===== src/rtl/perip_rgb_pwm.sv =====
// RGB LED PWM with blink gating plus a square-wave buzzer, fed by the five
// control words of the register slave. Every control word is shadowed at a period boundary.
`timescale 1ns/1ps
module perip_rgb_pwm #(
  parameter int PWM_PERIOD  = 1000,
  parameter bit LED_ACT_LOW = 1'b1
) (
  input  logic        CLK,
  input  logic        RST,
  input  logic [31:0] LED_FREQ,
  input  logic [31:0] BZ_FREQ,
  input  logic [31:0] LEDR_Puty,
  input  logic [31:0] LEDG_Puty,
  input  logic [31:0] LEDB_Puty,
  output logic        LEDR_out,
  output logic        LEDG_out,
  output logic        LEDB_out,
  output logic        BZ_out,
  output logic        frame_sync
);

  localparam logic [15:0] LAST_CNT  = 16'(PWM_PERIOD - 1);
  localparam logic [15:0] PERIOD_16 = 16'(PWM_PERIOD);
  localparam logic [31:0] PERIOD_32 = 32'(PWM_PERIOD);

  typedef enum logic {IDLE, RUN} tog_state_t;

  // Saturate at the full 32-bit width so large words never alias to a short duty.
  function automatic logic [15:0] clamp_duty(input logic [31:0] puty);
    return (puty > PERIOD_32) ? PERIOD_16 : puty[15:0];
  endfunction

  logic [15:0] pwm_cnt;
  logic [15:0] duty_r_sh, duty_g_sh, duty_b_sh;
  logic        wrap;

  tog_state_t  blink_state, blink_state_nx;
  logic [31:0] blink_cnt, blink_cnt_nx, blink_hp_sh, blink_hp_nx;
  logic        blink_on, blink_on_nx;

  tog_state_t  bz_state, bz_state_nx;
  logic [31:0] bz_cnt, bz_cnt_nx, bz_hp_sh, bz_hp_nx;
  logic        bz_lvl, bz_lvl_nx;

  assign wrap = (pwm_cnt == LAST_CNT);

  // NOTE: every always_comb output is defaulted first so no path infers a latch.
  always_comb begin
    blink_state_nx = blink_state;
    blink_cnt_nx   = blink_cnt;
    blink_hp_nx    = blink_hp_sh;
    blink_on_nx    = blink_on;
    unique case (blink_state)
      IDLE: begin
        blink_on_nx  = 1'b1;
        blink_cnt_nx = '0;
        blink_hp_nx  = LED_FREQ;
        if (LED_FREQ != '0) blink_state_nx = RUN;
      end
      RUN: begin
        if (blink_cnt == blink_hp_sh - 32'd1) begin
          blink_cnt_nx = '0;
          blink_hp_nx  = LED_FREQ;
          if (LED_FREQ == '0) begin
            blink_state_nx = IDLE;
            blink_on_nx    = 1'b1;
          end else begin
            blink_on_nx = ~blink_on;
          end
        end else begin
          blink_cnt_nx = blink_cnt + 32'd1;
        end
      end
    endcase
  end

  // Buzzer mirrors the blink machine but idles low instead of high.
  always_comb begin
    bz_state_nx = bz_state;
    bz_cnt_nx   = bz_cnt;
    bz_hp_nx    = bz_hp_sh;
    bz_lvl_nx   = bz_lvl;
    unique case (bz_state)
      IDLE: begin
        bz_lvl_nx = 1'b0;
        bz_cnt_nx = '0;
        bz_hp_nx  = BZ_FREQ;
        if (BZ_FREQ != '0) bz_state_nx = RUN;
      end
      RUN: begin
        if (bz_cnt == bz_hp_sh - 32'd1) begin
          bz_cnt_nx = '0;
          bz_hp_nx  = BZ_FREQ;
          if (BZ_FREQ == '0) begin
            bz_state_nx = IDLE;
            bz_lvl_nx   = 1'b0;
          end else begin
            bz_lvl_nx = ~bz_lvl;
          end
        end else begin
          bz_cnt_nx = bz_cnt + 32'd1;
        end
      end
    endcase
  end

  always_ff @(posedge CLK) begin
    if (RST) begin
      pwm_cnt     <= '0;
      duty_r_sh   <= '0;
      duty_g_sh   <= '0;
      duty_b_sh   <= '0;
      blink_state <= IDLE;
      blink_cnt   <= '0;
      blink_hp_sh <= '0;
      blink_on    <= 1'b1;
      bz_state    <= IDLE;
      bz_cnt      <= '0;
      bz_hp_sh    <= '0;
      bz_lvl      <= 1'b0;
      LEDR_out    <= LED_ACT_LOW;
      LEDG_out    <= LED_ACT_LOW;
      LEDB_out    <= LED_ACT_LOW;
      BZ_out      <= 1'b0;
      frame_sync  <= 1'b0;
    end else begin
      pwm_cnt <= wrap ? '0 : pwm_cnt + 16'd1;
      if (wrap) begin
        duty_r_sh <= clamp_duty(LEDR_Puty);
        duty_g_sh <= clamp_duty(LEDG_Puty);
        duty_b_sh <= clamp_duty(LEDB_Puty);
      end
      blink_state <= blink_state_nx;
      blink_cnt   <= blink_cnt_nx;
      blink_hp_sh <= blink_hp_nx;
      blink_on    <= blink_on_nx;
      bz_state    <= bz_state_nx;
      bz_cnt      <= bz_cnt_nx;
      bz_hp_sh    <= bz_hp_nx;
      bz_lvl      <= bz_lvl_nx;
      LEDR_out    <= ((pwm_cnt < duty_r_sh) & blink_on) ^ LED_ACT_LOW;
      LEDG_out    <= ((pwm_cnt < duty_g_sh) & blink_on) ^ LED_ACT_LOW;
      LEDB_out    <= ((pwm_cnt < duty_b_sh) & blink_on) ^ LED_ACT_LOW;
      BZ_out      <= bz_lvl;
      frame_sync  <= wrap;
    end
  end

endmodule


===== config.mk =====
export PLATFORM = sky130hd
export DESIGN_NAME = perip_rgb_pwm
export DESIGN_NICKNAME = d
export VERILOG_FILES = /design/src/rtl/perip_rgb_pwm.sv
export SDC_FILE = /design/constraint.sdc
export NUM_CORES = 1
export LEC_CHECK = 0
export BUFFER_PORTS_ARGS = -buffer_cell sky130_fd_sc_hd__buf_2
export CORE_MARGIN = 1
export CORE_UTILIZATION = 40
export CTS_CLUSTER_DIAMETER = 40
export DETAILED_ROUTE_END_ITERATION = 8
export PLACE_DENSITY = 0.69
export REMOVE_ABC_BUFFERS = 1
export SLEW_MARGIN = 20
export SYNTH_ARGS = -nofsm -noshare
export SYNTH_HDL_FRONTEND = slang
export SYNTH_SLANG_ARGS = --single-unit

===== constraint.sdc =====
create_clock -name CLK -period 3.5 [get_ports CLK]
set_input_delay 0.7 -clock CLK [delete_from_list [all_inputs] [get_ports CLK]]
set_output_delay 0.7 -clock CLK [all_outputs]
set_load 0.02 [all_outputs]

==> results of run 1 <==
-- worst max-delay path, cell delays in order, from the launching register on --
cell	delay (ns)
dfxtp_1	0.43
inv_1	0.07
ha_1	0.28
o21ba_1	0.21
a221oi_1	0.31
a41oi_1	0.08
or4_1	0.54
nor4_1	0.29
nand4_1	0.16
o41a_2	0.45
buf_4	0.22
mux2i_1	0.14
-- power groups by stage --
stage | clock [W] | combinational (W) | sequential (W)
6_report | 0.00376 | 0.000803 | 0.00244
2_1_floorplan | 0 | 0.000490 | 0.00247
5_1_grt | 0.00396 | 0.000880 | 0.00245
3_3_place_gp | 0 | 0.000779 | 0.00249
3_5_place_dp | 0 | 0.000792 | 0.00249
4_1_cts | 0.00385 | 0.000798 | 0.00244
-- sequential cells by signal, indices dropped and copies added, names as in the netlist --
register,cells
blink_cnt,32
frame_sync,1
LEDB_out,1
duty_b_sh,16
blink_state,1
bz_lvl,1
bz_state,1
duty_r_sh,16
blink_hp_sh,32
bz_cnt,32
bz_hp_sh,32
LEDR_out,1
BZ_out,1
duty_g_sh,16
pwm_cnt,16
blink_on,1
LEDG_out,1
-- layer usage --
layer | vias to the layer above | GRT usage | wire, um
met5 | - | 0 | 0
met4 | 0 | 0.05435 | 573
met3 | 42 | 0.02975 | 1413
met2 | 295 | 0.3206 | 13330
met1 | 4867 | 0.2464 | 13470
li1 | 5280 | - | -
-- how the worst max path moves through the flow --
stage	start	end	slack (ns)	depth (start not counted)
floorplan	pwm_cnt[12]$_SDFF_PP0_	duty_b_sh[1]$_SDFFE_PP0P_	-1.22	4
global placement	blink_hp_sh[0]$_SDFFE_PP0P_	blink_hp_sh[9]$_SDFFE_PP0P_	0.29	11
detailed placement	blink_hp_sh[0]$_SDFFE_PP0P_	blink_hp_sh[6]$_SDFFE_PP0P_	0.22	11
CTS	blink_hp_sh[0]$_SDFFE_PP0P_	blink_hp_sh[9]$_SDFFE_PP0P_	0.20	11
global route	blink_hp_sh[0]$_SDFFE_PP0P_	blink_hp_sh[11]$_SDFFE_PP0P_	0.006	11
finish	blink_hp_sh[0]$_SDFFE_PP0P_	blink_hp_sh[9]$_SDFFE_PP0P_	0.17	11
-- cells in the final DEF (no fill, tap or decap), types with 4 or more instances in the layout --
cell / netlist / layout
a211oi_1: 34 / 34
a21o_1: 20 / 20
a21oi_1: 17 / 17
a31oi_1: 10 / 10
and2_1: 7 / 7
and3_1: 16 / 16
and4_1: 14 / 14
buf_12: 0 / 5
buf_2: 12 / 165
buf_4: 0 / 24
bufinv_16: 0 / 7
clkbuf_1: 52 / 5
clkbuf_16: 0 / 38
clkinv_2: 0 / 4
clkinvlp_4: 0 / 4
dfxtp_1: 201 / 201
ha_1: 50 / 50
inv_1: 57 / 57
mux2i_1: 67 / 67
nand2_1: 59 / 59
nand2b_1: 137 / 137
nand3_1: 42 / 42
nand4_1: 30 / 30
nand4b_1: 4 / 4
nor2_1: 126 / 126
nor2b_1: 8 / 8
nor3_1: 89 / 89
nor3b_1: 8 / 8
nor4_1: 53 / 52
nor4b_1: 4 / 4
o211ai_1: 6 / 6
o21a_1: 4 / 4
o21ai_0: 22 / 22
o21ai_1: 5 / 5
or2_2: 4 / 4
or3_1: 4 / 4
or4_1: 12 / 12
xnor2_1: 71 / 71
xor2_1: 75 / 75
-- synthesized netlist by cell type, types with 4 or more instances --
cell and count:
ha_1 50, dfxtp_1 201, nor4_1 53, xnor2_1 71, a21o_1 20, nor4b_1 4, nor3b_1 8, o31a_1 4
a21oi_1 17, and2_1 7, xor2_1 75, mux2i_1 67, nand4_1 30, nor2_1 126, and3_1 16, nand4b_1 4
or4_1 12, or2_2 4, o211ai_1 6, nand2_1 59, nand3_1 42, inv_1 57, a31oi_1 10, nand2b_1 137
or3_1 4, o21a_1 4, o21ai_0 22, clkbuf_1 52, buf_6 7, buf_2 12, nor3_1 89, and4_1 14
nor2b_1 8, o21ai_1 5, a211oi_1 34
-- stage by stage --
stage	hold slack [ns]	power, W	std cells	instance area, um^2
after global placement	0.4268	0.003265	1901	13190
final	0.4010	0.007009	1966	14500
after floorplan	0.4197	0.002959	1323	11570
after detailed placement	0.4333	0.003280	1901	13190
after CTS	0.3766	0.007086	1966	14500
after global routing	0.4105	0.007288	1966	14500
-- cells by family (layout without fill, tap and decap cells) --
family / count (synthesis) / count (layout) / synth area share
simple gates: 633 / 633 / 0.2962
flops: 201 / 201 / 0.3380
compound gates: 167 / 167 / 0.1012
xor+xnor: 147 / 147 / 0.1088
buf+inv: 128 / 316 / 0.04603
mux: 68 / 68 / 0.05727
fa+ha+maj: 50 / 50 / 0.05254
-- final cells by class --
| cell class | count | share of cell area |
|---|---|---|
| Clock buffer | 44 | 0.06784 |
| Clock inverter | 21 | 0.02244 |
| Inverter | 57 | 0.01476 |
| Multi-Input combinational cell | 1065 | 0.5079 |
| Sequential cell | 201 | 0.2776 |
| Tap cell | 384 | 0.03314 |
| Timing Repair Buffer | 194 | 0.07630 |
==> reports/metrics.yaml, run 1 <==
status:
  status: "completed"
die:
  start_util: 0.4104
  fp.dieArea_um2: 30460
  rows: 62
  io_pins: 167
  die_w_um: 174.5
  core-area_um2: 29010
  die_y_um: 174.5
route:
  postRouteAntennaNets: 0
  wl_per_cell_um: 14.64
  first_pass_iters: 5
  wl_um: 28790
  drc_errors: 0
  vias: 10480
  drt_iter0_markers: 625
  routed_via_density: 5.333
logic_synthesis:
  ys_warn_count: 0
  syn_inst: 1394
  ys_types: 78
  yosysTopAreaCellShare: 0.3380
  yosys.area.top_type: "dfxtp_1"
  ys_ff_latch: 201
  synth_area_leaders: "dfxtp_1 34%, nand2b_1 7.2%, mux2i_1 5.6%, xor2_1 5.5%, ha_1 5.3%"
  yosysSeqAreaShare: 0.3380
  async_flop_share: 0
  avgSynthCellArea_um2: 8.541
  synth_area_um2: 11910
  ys.flop_type: "dfxtp_1"
  synth_edf_count: 0
global_routing:
  groute.usage.overall: 0.1890
  grt_pass1_wl_um: 48130
  grt_overflow: 0
  antenna_found_initial: 0
  grt_pass1_vias: 10050
  grt_max_degree: 67
worst_setup_path:
  endpoint_kind: "register"
  start_kind: "register"
  worstReg2RegEnd: "blink_hp_sh[9]$_SDFFE_PP0P_"
  reg2reg_depth: 11
  crit_arrival_ns: 3.71
  critical_path_required_ns: 3.88
  r2r_start: "blink_hp_sh[0]$_SDFFE_PP0P_"
  crit_type: "reg -> reg"
  critPathMaxFanout: 12
  ff2ff_setup_slack_ns: 0.17
clocking:
  worstSkewPairLatency_ns: 0.51
  h-tree-depth: 2
  cts-root-buf: "clkbuf_16"
  hold_buffers: 0
  clkSinkCount: 201
  clockBufferDepth: 3
  cts_buffers: 36
  clk_pin_slew_ns: 0.05
  cts_setup_buffers: 0
  ctsResizeCount: 0
  cts_tree: "done"
power:
  p_int_w: 0.005268
  sw_frac_of_total: 0.2484
  p_comb_frac: 0.115
  switchingPower_w: 0.001741
  clockPowerShare: 0.537
  total_leakage_power_nw: 5.700
  seq_power_share: 0.349
  ir_drop_mv: 0.3127
  power_density_nw_per_um2: 483.5
min_path:
  min_path_cells: 3
  holdPathEnd: "duty_r_sh[2]$_SDFFE_PP0P_"
  hold_start: "LEDR_Puty[2]"
  hp-class: "in -> reg"
sta:
  setup_viol: 0
  timing.fmax_ghz: 0.3003
  min_period_ns: 3.330
  slew_headroom: 0.5689
  tightestPinTransition_ns: 0.6407
  fin_skew_ns: 0.03452
  finalCritPeriodShare: 0.9513
  fin_tns_setup_ns: 0
  setup_ws_ns: 0.1703
  final_hold_viol_count: 0
  rsz0062_at_grt: "false"
  slew_viol_final: 0
placement:
  post-dp-hpwl_um: 21150
  numPortBuffers: 166
  pre_cts_ws_ns: 0.2223
  gp_congestion: 0.9405
final_layout:
  synthToLayoutAreaGrowth_pct: 21.75
  fin_util: 0.4997
  multi_input_area_um2: 7363
  n_antenna_cell: 0
  register_area_um2: 4024
  final_nets: 1767
  fillers: 2783
  drive_gt1_frac: 0.1738
job:
  drv_cap: 0
(Power assumes the default switching activity.)
==> run 2, diff against run 1 <==
--- a/config.mk
+++ b/config.mk
@@ -5,6 +5,7 @@
 export SDC_FILE = /design/constraint.sdc
 export NUM_CORES = 1
 export LEC_CHECK = 0
+export ABC_AREA = 1
 export BUFFER_PORTS_ARGS = -buffer_cell sky130_fd_sc_hd__buf_2
 export CORE_MARGIN = 1
 export CORE_UTILIZATION = 40
==> run 2 against run 1 <==
- combinational power up 14%
- via count up 16%
- synthesized area grew 3.2%
- sequential share of layout area decreased by 0.19 points
==> reports/metrics.yaml, run 2 <==
sta:
  slew_headroom: 0.5357  # -0.03328
  rsz0062_at_grt: "false"
  timing.fmax_ghz: 0.3416  # +14%
  final_hold_viol_count: 0  # unchanged
  slew_viol_final: 0  # unchanged
  fin_skew_ns: 0.02114  # -0.01338 ns
  tightestPinTransition_ns: 0.6965  # +0.05582 ns
  setup_viol: 0  # unchanged
  finalCritPeriodShare: 0.8365  # -0.1149
  min_period_ns: 2.928  # -0.4020 ns
die:
  fp.dieArea_um2: 31430  # +3.2%
  io_pins: 167  # unchanged
  die_y_um: 177.3  # +1.6%
  rows: 63  # +1.6%
  die_w_um: 177.3  # +1.6%
  core-area_um2: 29950  # +3.2%
  start_util: 0.4103  # about the same
worst_setup_path:
  reg2reg_depth: 16  # +5
  crit_type: "reg -> reg"
  start_kind: "register"
  cpMostUsedCell: "nand2_1"
  endpoint_kind: "register"
  critical_path_required_ns: 3.87  # about the same
  r2r_start: "bz_hp_sh[0]$_SDFFE_PP0P_"
  crit_arrival_ns: 3.30  # -0.41 ns
  critPathMaxFanout: 32  # +20
  crit_path_max_incr_delay_ns: 0.34  # -0.20 ns
  critPathLaunch: "bz_hp_sh[0]$_SDFFE_PP0P_"
  ff2ff_setup_slack_ns: 0.57  # +0.40 ns
  worstReg2RegEnd: "bz_cnt[9]$_SDFF_PP0_"
  cp_slowest_cell: "buf_4"
  crit_chain: "inv_2 -> ha_1 -> nand2_1 -> nor2_2 -> nand3_1 -> o21ai_1 -> nand2_1 -> nand2_1 -> nand2_1 -> nor2_1 -> nand2_1 -> nor2_1 -> nand3_2 -> nand3_1 -> buf_4 -> nor2_1"
clocking:
  hold_buffers: 0  # unchanged
  cts_setup_buffers: 0  # unchanged
  clkSinkCount: 201  # unchanged
  cts-root-buf: "clkbuf_16"
  clockBufferDepth: 3  # unchanged
  clk_pin_slew_ns: 0.05  # about the same
  cts_tree: "done"
  ctsResizeCount: 0  # unchanged
  h-tree-depth: 2  # unchanged
  cts_buffers: 34  # -5.6%
  worstSkewPairLatency_ns: 0.51  # about the same
logic_synthesis:
  synth_edf_count: 0  # unchanged
  ys_types: 43  # -45%
  yosysTopAreaCellShare: 0.3274  # -0.01053
  async_flop_share: 0  # unchanged
  synth.most_common_cell: "nand2_1"
  synth_area_um2: 12290  # +3.2%
  synth_common_cells: "372 x nand2_1, 330 x nor2_1, 230 x inv_1"
  ys.flop_type: "dfxtp_1"
  ys_ff_latch: 201  # unchanged
  syn_inst: 1861  # +34%
  avgSynthCellArea_um2: 6.604  # -23%
  ys_warn_count: 0  # unchanged
  yosys.area.top_type: "dfxtp_1"
  yosysSeqAreaShare: 0.3274  # -0.01053
  synth_area_leaders: "dfxtp_1 33%, nand2_1 11%, nor2_1 10%, inv_1 7.0%, nand3_1 5.7%"
global_routing:
  groute.usage.overall: 0.2079  # +0.01895
  antenna_found_initial: 0  # unchanged
  grt_pass1_wl_um: 53580  # +11%
  grt_overflow: 0  # unchanged
  grt_pass1_vias: 11440  # +14%
  grt_max_degree: 51  # -24%
route:
  wl_per_cell_um: 13.26  # -9.4%
  postRouteAntennaNets: 0  # unchanged
  drc_errors: 0  # unchanged
  first_pass_iters: 7  # +2
  routed_via_density: 4.998  # -6.3%
  vias: 12180  # +16%
  drt_iter0_markers: 705  # +13%
  wl_um: 32330  # +12%
final_layout:
  n_antenna_cell: 0  # unchanged
  register_area_um2: 4026  # about the same
  design_area_um2: 14610  # +0.77%
  most-common-layout-cells: "370 x nand2_1, 330 x nor2_1, 230 x inv_1"
  fin_util: 0.4877  # -0.01198
  synthToLayoutAreaGrowth_pct: 18.87
  fillers: 3085  # +11%
  layout_commonest_cell: "nand2_1"
  multi_input_area_um2: 7124  # -3.2%
  final_nets: 2235  # +26%
  drive_gt1_frac: 0.1343  # -0.03955
placement:
  placed_area_um2: 13470  # +2.2%
  post-dp-hpwl_um: 25040  # +18%
  gp_congestion: 0.9864  # +4.9%
  numPortBuffers: 166  # unchanged
power:
  power_density_nw_per_um2: 454.4  # -6.0%
  total_leakage_power_nw: 6.470  # +14%
  ir_drop_mv: 0.3036  # -2.9%
min_path:
  hp-class: "in -> reg"
  min_path_cells: 3  # unchanged
  holdPathEnd: "blink_hp_sh[29]$_SDFFE_PP0P_"
  hold_start: "LED_FREQ[29]"
status:
  status: "completed"
job:
  drv_cap: 0  # unchanged
==> run 2: cell count changes after synthesis, moves of 40 or more <==
cell / before / now
nor3_1: 89 / 28
nand3_1: 42 / 140
nand2_1: 59 / 372
inv_1: 57 / 230
mux2i_1: 67 / 0
a21oi_1: 17 / 106
nand2b_1: 137 / 1
nor2_1: 126 / 330
o21ai_0: 22 / 62
==> run 2: worst max-delay path by stage <==
stage / to / slack (ns) / cells after the start
global placement: bz_cnt[7]$_SDFF_PP0_ / 0.70 / 15
CTS: bz_cnt[27]$_SDFF_PP0_ / 0.60 / 16
finish: bz_cnt[9]$_SDFF_PP0_ / 0.57 / 16
detailed placement: bz_cnt[27]$_SDFF_PP0_ / 0.62 / 16
global route: bz_cnt[7]$_SDFF_PP0_ / 0.21 / 15
floorplan: bz_state$_SDFF_PP0_ / -0.54 / 15
==> run 2: area by class of cell <==
cell class | instances | area share
inverters | 239 | 0.06141
flip-flops and latches | 201 | 0.2756
well taps | 390 | 0.03340
repair buffers | 177 | 0.06424
clock buffers | 40 | 0.06321
multi-input cells | 1370 | 0.4877
clock inverters | 21 | 0.01439
==> run 2: critical path, delay by kind of cell, from the launching register on <==
family / cells / cell delay (ns)
compound gates: 1 / 0.22
flops: 1 / 0.32
buf+inv: 2 / 0.42
simple gates: 12 / 1.61
fa+ha+maj: 1 / 0.21
==> run 2: power by group <==
part	leakage [nW]	switching (W)	internal (W)
Clock	0.538	0.00120	0.00206
Sequential	1.64	0.000104	0.00236
Combinational	4.30	0.000560	0.000352
Total	6.47	0.00186	0.00477
==> run 2: metrics by stage <==
step | cells | setup TNS (ns) | setup slack, ns | power [W] | hold slack (ns)
detailed placement | 2377 | 0 | 0.6177 | 0.003418 | 0.4343
CTS | 2438 | 0 | 0.6010 | 0.006718 | 0.4173
global route | 2438 | 0 | 0.2133 | 0.006969 | 0.4318
finish | 2438 | 0 | 0.5723 | 0.006638 | 0.4359
global placement | 2377 | 0 | 0.6995 | 0.003407 | 0.4282
floorplan | 1810 | -26.84 | -0.5412 | 0.003109 | 0.4197
==> run 2: cells by family (layout without fill, tap and decap cells) <==
logic type | Yosys count | in the layout | share of synthesized area
buffers and inverters | 290 | 477 | 0.09367
DFF | 201 | 201 | 0.3274
and+or+nand+nor | 995 | 995 | 0.3523
AOI/OAI and AO/OA | 209 | 209 | 0.09194
adders and majority gates | 50 | 50 | 0.05091
xor gates and xnor gates | 116 | 116 | 0.08379
==> run 2: layer usage <==
metal  share of wire  track usage  routed length [um]  up-vias
met5               0            0                   0        -
met4           0.031      0.07407                 991        0
met3           0.056      0.03179                1809       75
met2            0.47       0.3548               15040      314
met1            0.45       0.2639               14490     5458
li1                -            -                   -     6337
==> run 3, diff against run 2 <==
--- a/config.mk
+++ b/config.mk
@@ -5,13 +5,13 @@
 export SDC_FILE = /design/constraint.sdc
 export NUM_CORES = 1
 export LEC_CHECK = 0
-export ABC_AREA = 1
+export ABC_AREA = 0
 export BUFFER_PORTS_ARGS = -buffer_cell sky130_fd_sc_hd__buf_2
 export CORE_MARGIN = 1
 export CORE_UTILIZATION = 40
 export CTS_CLUSTER_DIAMETER = 40
 export DETAILED_ROUTE_END_ITERATION = 8
-export PLACE_DENSITY = 0.69
+export PLACE_DENSITY = 0.71
 export REMOVE_ABC_BUFFERS = 1
 export SLEW_MARGIN = 20
 export SYNTH_ARGS = -nofsm -noshare
==> constraint.sdc (replaced) <==
create_clock -name CLK -period 2.4 [get_ports CLK]
set_input_delay 0.48 -clock CLK [delete_from_list [all_inputs] [get_ports CLK]]
set_output_delay 0.48 -clock CLK [all_outputs]
set_load 0.02 [all_outputs]
==> run 3 against run 2 <==
- the run now ends with setup timing left
- worst hold slack got worse by 0.26 ns
- combinational power increased by 110%
- utilization increased by 9.9 points
- global-route usage increased by 1.3 points
- sequential cell count unchanged
- clock power increased by 67%
- die area decreased by 3.1%
- critical path type unchanged
==> reports/metrics.yaml, run 3 (same netlist as run 1, synthesis figures left out) <==
status:
  violations: "setup timing"
  status: "finished, violations left"
placement:
  placed_area_um2: 14400  # +6.9%
  post-dp-hpwl_um: 23810  # -4.9%
  gp_congestion: 0.9619  # -2.5%
  numPortBuffers: 166  # unchanged
global_routing:
  groute.usage.overall: 0.2213  # +0.01334
  antenna_found_initial: 1  # +1
  grt_overflow: 0  # unchanged
  grt_pass1_wl_um: 55580  # +3.7%
  grt_max_degree: 54  # +5.9%
  grt_pass1_vias: 11450  # +0.10%
route:
  routed_via_density: 5.378  # +7.6%
  wl_um: 35190  # +8.8%
  wl_per_cell_um: 16.35  # +23%
  first_pass_iters: 6  # -1
  postRouteAntennaNets: 0  # unchanged
  vias: 11570  # -5.0%
  drt_iter0_markers: 766  # +8.7%
  drc_errors: 0  # unchanged
sta:
  rsz0062_at_grt: "true"
  setup_viol: 132  # +132
  tightestPinTransition_ns: 0.6603  # -0.03622 ns
  timing.fmax_ghz: 0.3084  # -9.7%
  min_period_ns: 3.242  # +0.3148 ns
  finalCritPeriodShare: 1.351  # +0.5146
  final_hold_viol_count: 0  # unchanged
  setup_ws_ns: -0.8425  # -1.415 ns
  slew_viol_final: 0  # unchanged
  fin_skew_ns: 0.02439  # +0.003249 ns
  slew_headroom: 0.5598  # +0.02415
  fin_tns_setup_ns: -88.95  # -88.95 ns
  finalHoldWorstSlack_ns: 0.1806  # -0.2553 ns
min_path:
  min_path_cells: 3  # unchanged
  hold_start: "LEDR_Puty[1]"
  holdPathEnd: "duty_r_sh[1]$_SDFFE_PP0P_"
  hp-class: "in -> reg"
worst_setup_path:
  ff2ff_setup_slack_ns: -0.84  # -1.41 ns
  reg2reg_depth: 12  # -4
  critical_path_required_ns: 2.80  # -1.07 ns
  r2r_start: "bz_hp_sh[0]$_SDFFE_PP0P_"
  worstReg2RegEnd: "bz_hp_sh[9]$_SDFFE_PP0P_"
  start_kind: "register"
  crit_arrival_ns: 3.64  # +0.34 ns
  critPathMaxFanout: 5  # -84%
  endpoint_kind: "register"
  crit_type: "reg -> reg"
die:
  die_w_um: 174.5  # -1.6%
  start_util: 0.4104  # about the same
  rows: 62  # -1.6%
  fp.dieArea_um2: 30460  # -3.1%
  die_y_um: 174.5  # -1.6%
  io_pins: 167  # unchanged
  core-area_um2: 29010  # -3.1%
clocking:
  h-tree-depth: 2  # unchanged
  worstSkewPairLatency_ns: 0.52  # about the same
  hold_buffers: 0  # unchanged
  clockBufferDepth: 3  # unchanged
  cts-root-buf: "clkbuf_16"
  cts_buffers: 37  # +8.8%
  clkSinkCount: 201  # unchanged
  clk_pin_slew_ns: 0.05  # about the same
  cts_tree: "done"
final_layout:
  fin_util: 0.5867  # +0.09900
  design_area_um2: 17020  # +17%
  layout_commonest_cell: "dfxtp_1"
  synthToLayoutAreaGrowth_pct: 42.96
  fillers: 2467  # -20%
  drive_gt1_frac: 0.3243  # +0.1900
  final_nets: 1953  # -13%
  most-common-layout-cells: "192 x dfxtp_1, 180 x buf_4, 165 x buf_2"
job:
  drv_cap: 0  # unchanged
power:
  switchingPower_w: 0.002874  # +54%
  p_comb_frac: 0.174  # +0.037
  seq_power_share: 0.324  # -0.048
  total_leakage_power_nw: 6.990  # +8.0%
  ir_drop_mv: 0.5316  # +75%
  p_total_w: 0.01085  # +63%
  sw_frac_of_total: 0.2650  # -0.01587
  clockPowerShare: 0.502  # +0.011
  power_density_nw_per_um2: 637.2  # +40%
  p_int_w: 0.007972  # +67%
[run 3: cell count changes in the layout (fill, tap and decap cells not counted), moves of 41 or more]
cell	delta
nand3_1	-97
a21oi_1	-90
nand2_1	-312
mux2i_1	+67
nand2b_1	+136
inv_1	-177
nor2_1	-204
o21ai_0	-41
buf_4	+171
[run 3: timing repair]
| item | in CTS | in global routing |
|---|---|---|
| endpoints found under the setup margin | 132 | 132 |
| pin swaps | 15 | 65 |
| setup buffers | 12 | 7 |
| cloned | 9 | 5 |
| resized for setup | 59 | 128 |
[run 3: cell type report]
cell class / count / area (um^2) / area share
inverter: 57 / 214.0 / 0.01257
clock inverter: 22 / 287.8 / 0.01691
tap: 384 / 480.5 / 0.02823
multi-input combinational: 1065 / 8140 / 0.4782
antenna: 1 / 2.502 / 0.0001470
timing repair buffer: 379 / 2846 / 0.1672
clock buffer: 43 / 1010 / 0.05932
sequential: 201 / 4040 / 0.2374
[run 3: metrics by stage]
step           setup WS, ns  cells
2_1_floorplan        -2.317   1323
3_3_place_gp        -0.6433   2058
3_5_place_dp        -0.7393   2058
4_1_cts             -0.7095   2144
5_1_grt             -0.9132   2152
6_report            -0.8425   2152
[run 3: critical path, stage by stage, from the launching register on]
cell	delay [ns]
dfxtp_4	0.36
inv_2	0.06
ha_4	0.12
or3b_4	0.43
nor4_4	0.26
a31oi_1	0.16
a2111oi_2	0.46
nand4_1	0.24
buf_4	0.20
o31a_4	0.39
buf_12	0.16
buf_16	0.13
mux2i_1	0.12
[run 3: worst max-delay path by stage]
| stage | startpoint | endpoint | slack, ns | depth (start not counted) |
|---|---|---|---|---|
| 2_1_floorplan | pwm_cnt[12]$_SDFF_PP0_ | duty_b_sh[1]$_SDFFE_PP0P_ | -2.32 | 4 |
| 3_3_place_gp | blink_hp_sh[0]$_SDFFE_PP0P_ | blink_hp_sh[27]$_SDFFE_PP0P_ | -0.64 | 11 |
| 3_5_place_dp | blink_hp_sh[0]$_SDFFE_PP0P_ | blink_hp_sh[12]$_SDFFE_PP0P_ | -0.74 | 11 |
| 4_1_cts | blink_hp_sh[1]$_SDFFE_PP0P_ | blink_hp_sh[24]$_SDFFE_PP0P_ | -0.71 | 12 |
| 5_1_grt | bz_hp_sh[0]$_SDFFE_PP0P_ | bz_hp_sh[9]$_SDFFE_PP0P_ | -0.91 | 12 |
| 6_report | bz_hp_sh[0]$_SDFFE_PP0P_ | bz_hp_sh[9]$_SDFFE_PP0P_ | -0.84 | 12 |
[run 3: power groups by stage]
stage	clock [W]	combinational [W]	sequential [W]
global route	0.00568	0.00201	0.00353
floorplan	0	0.000715	0.00360
global placement	0	0.00147	0.00357
detailed placement	0	0.00150	0.00358
CTS	0.00552	0.00170	0.00351
finish	0.00545	0.00188	0.00352
[run 3: layer usage]
metal | global-route usage | part of all wire | vias up
met5 | 0 | 0 | -
met4 | 0.07899 | 0.030 | 0
met3 | 0.03478 | 0.050 | 77
met2 | 0.3860 | 0.49 | 342
met1 | 0.2743 | 0.43 | 5497
li1 | - | - | 5657
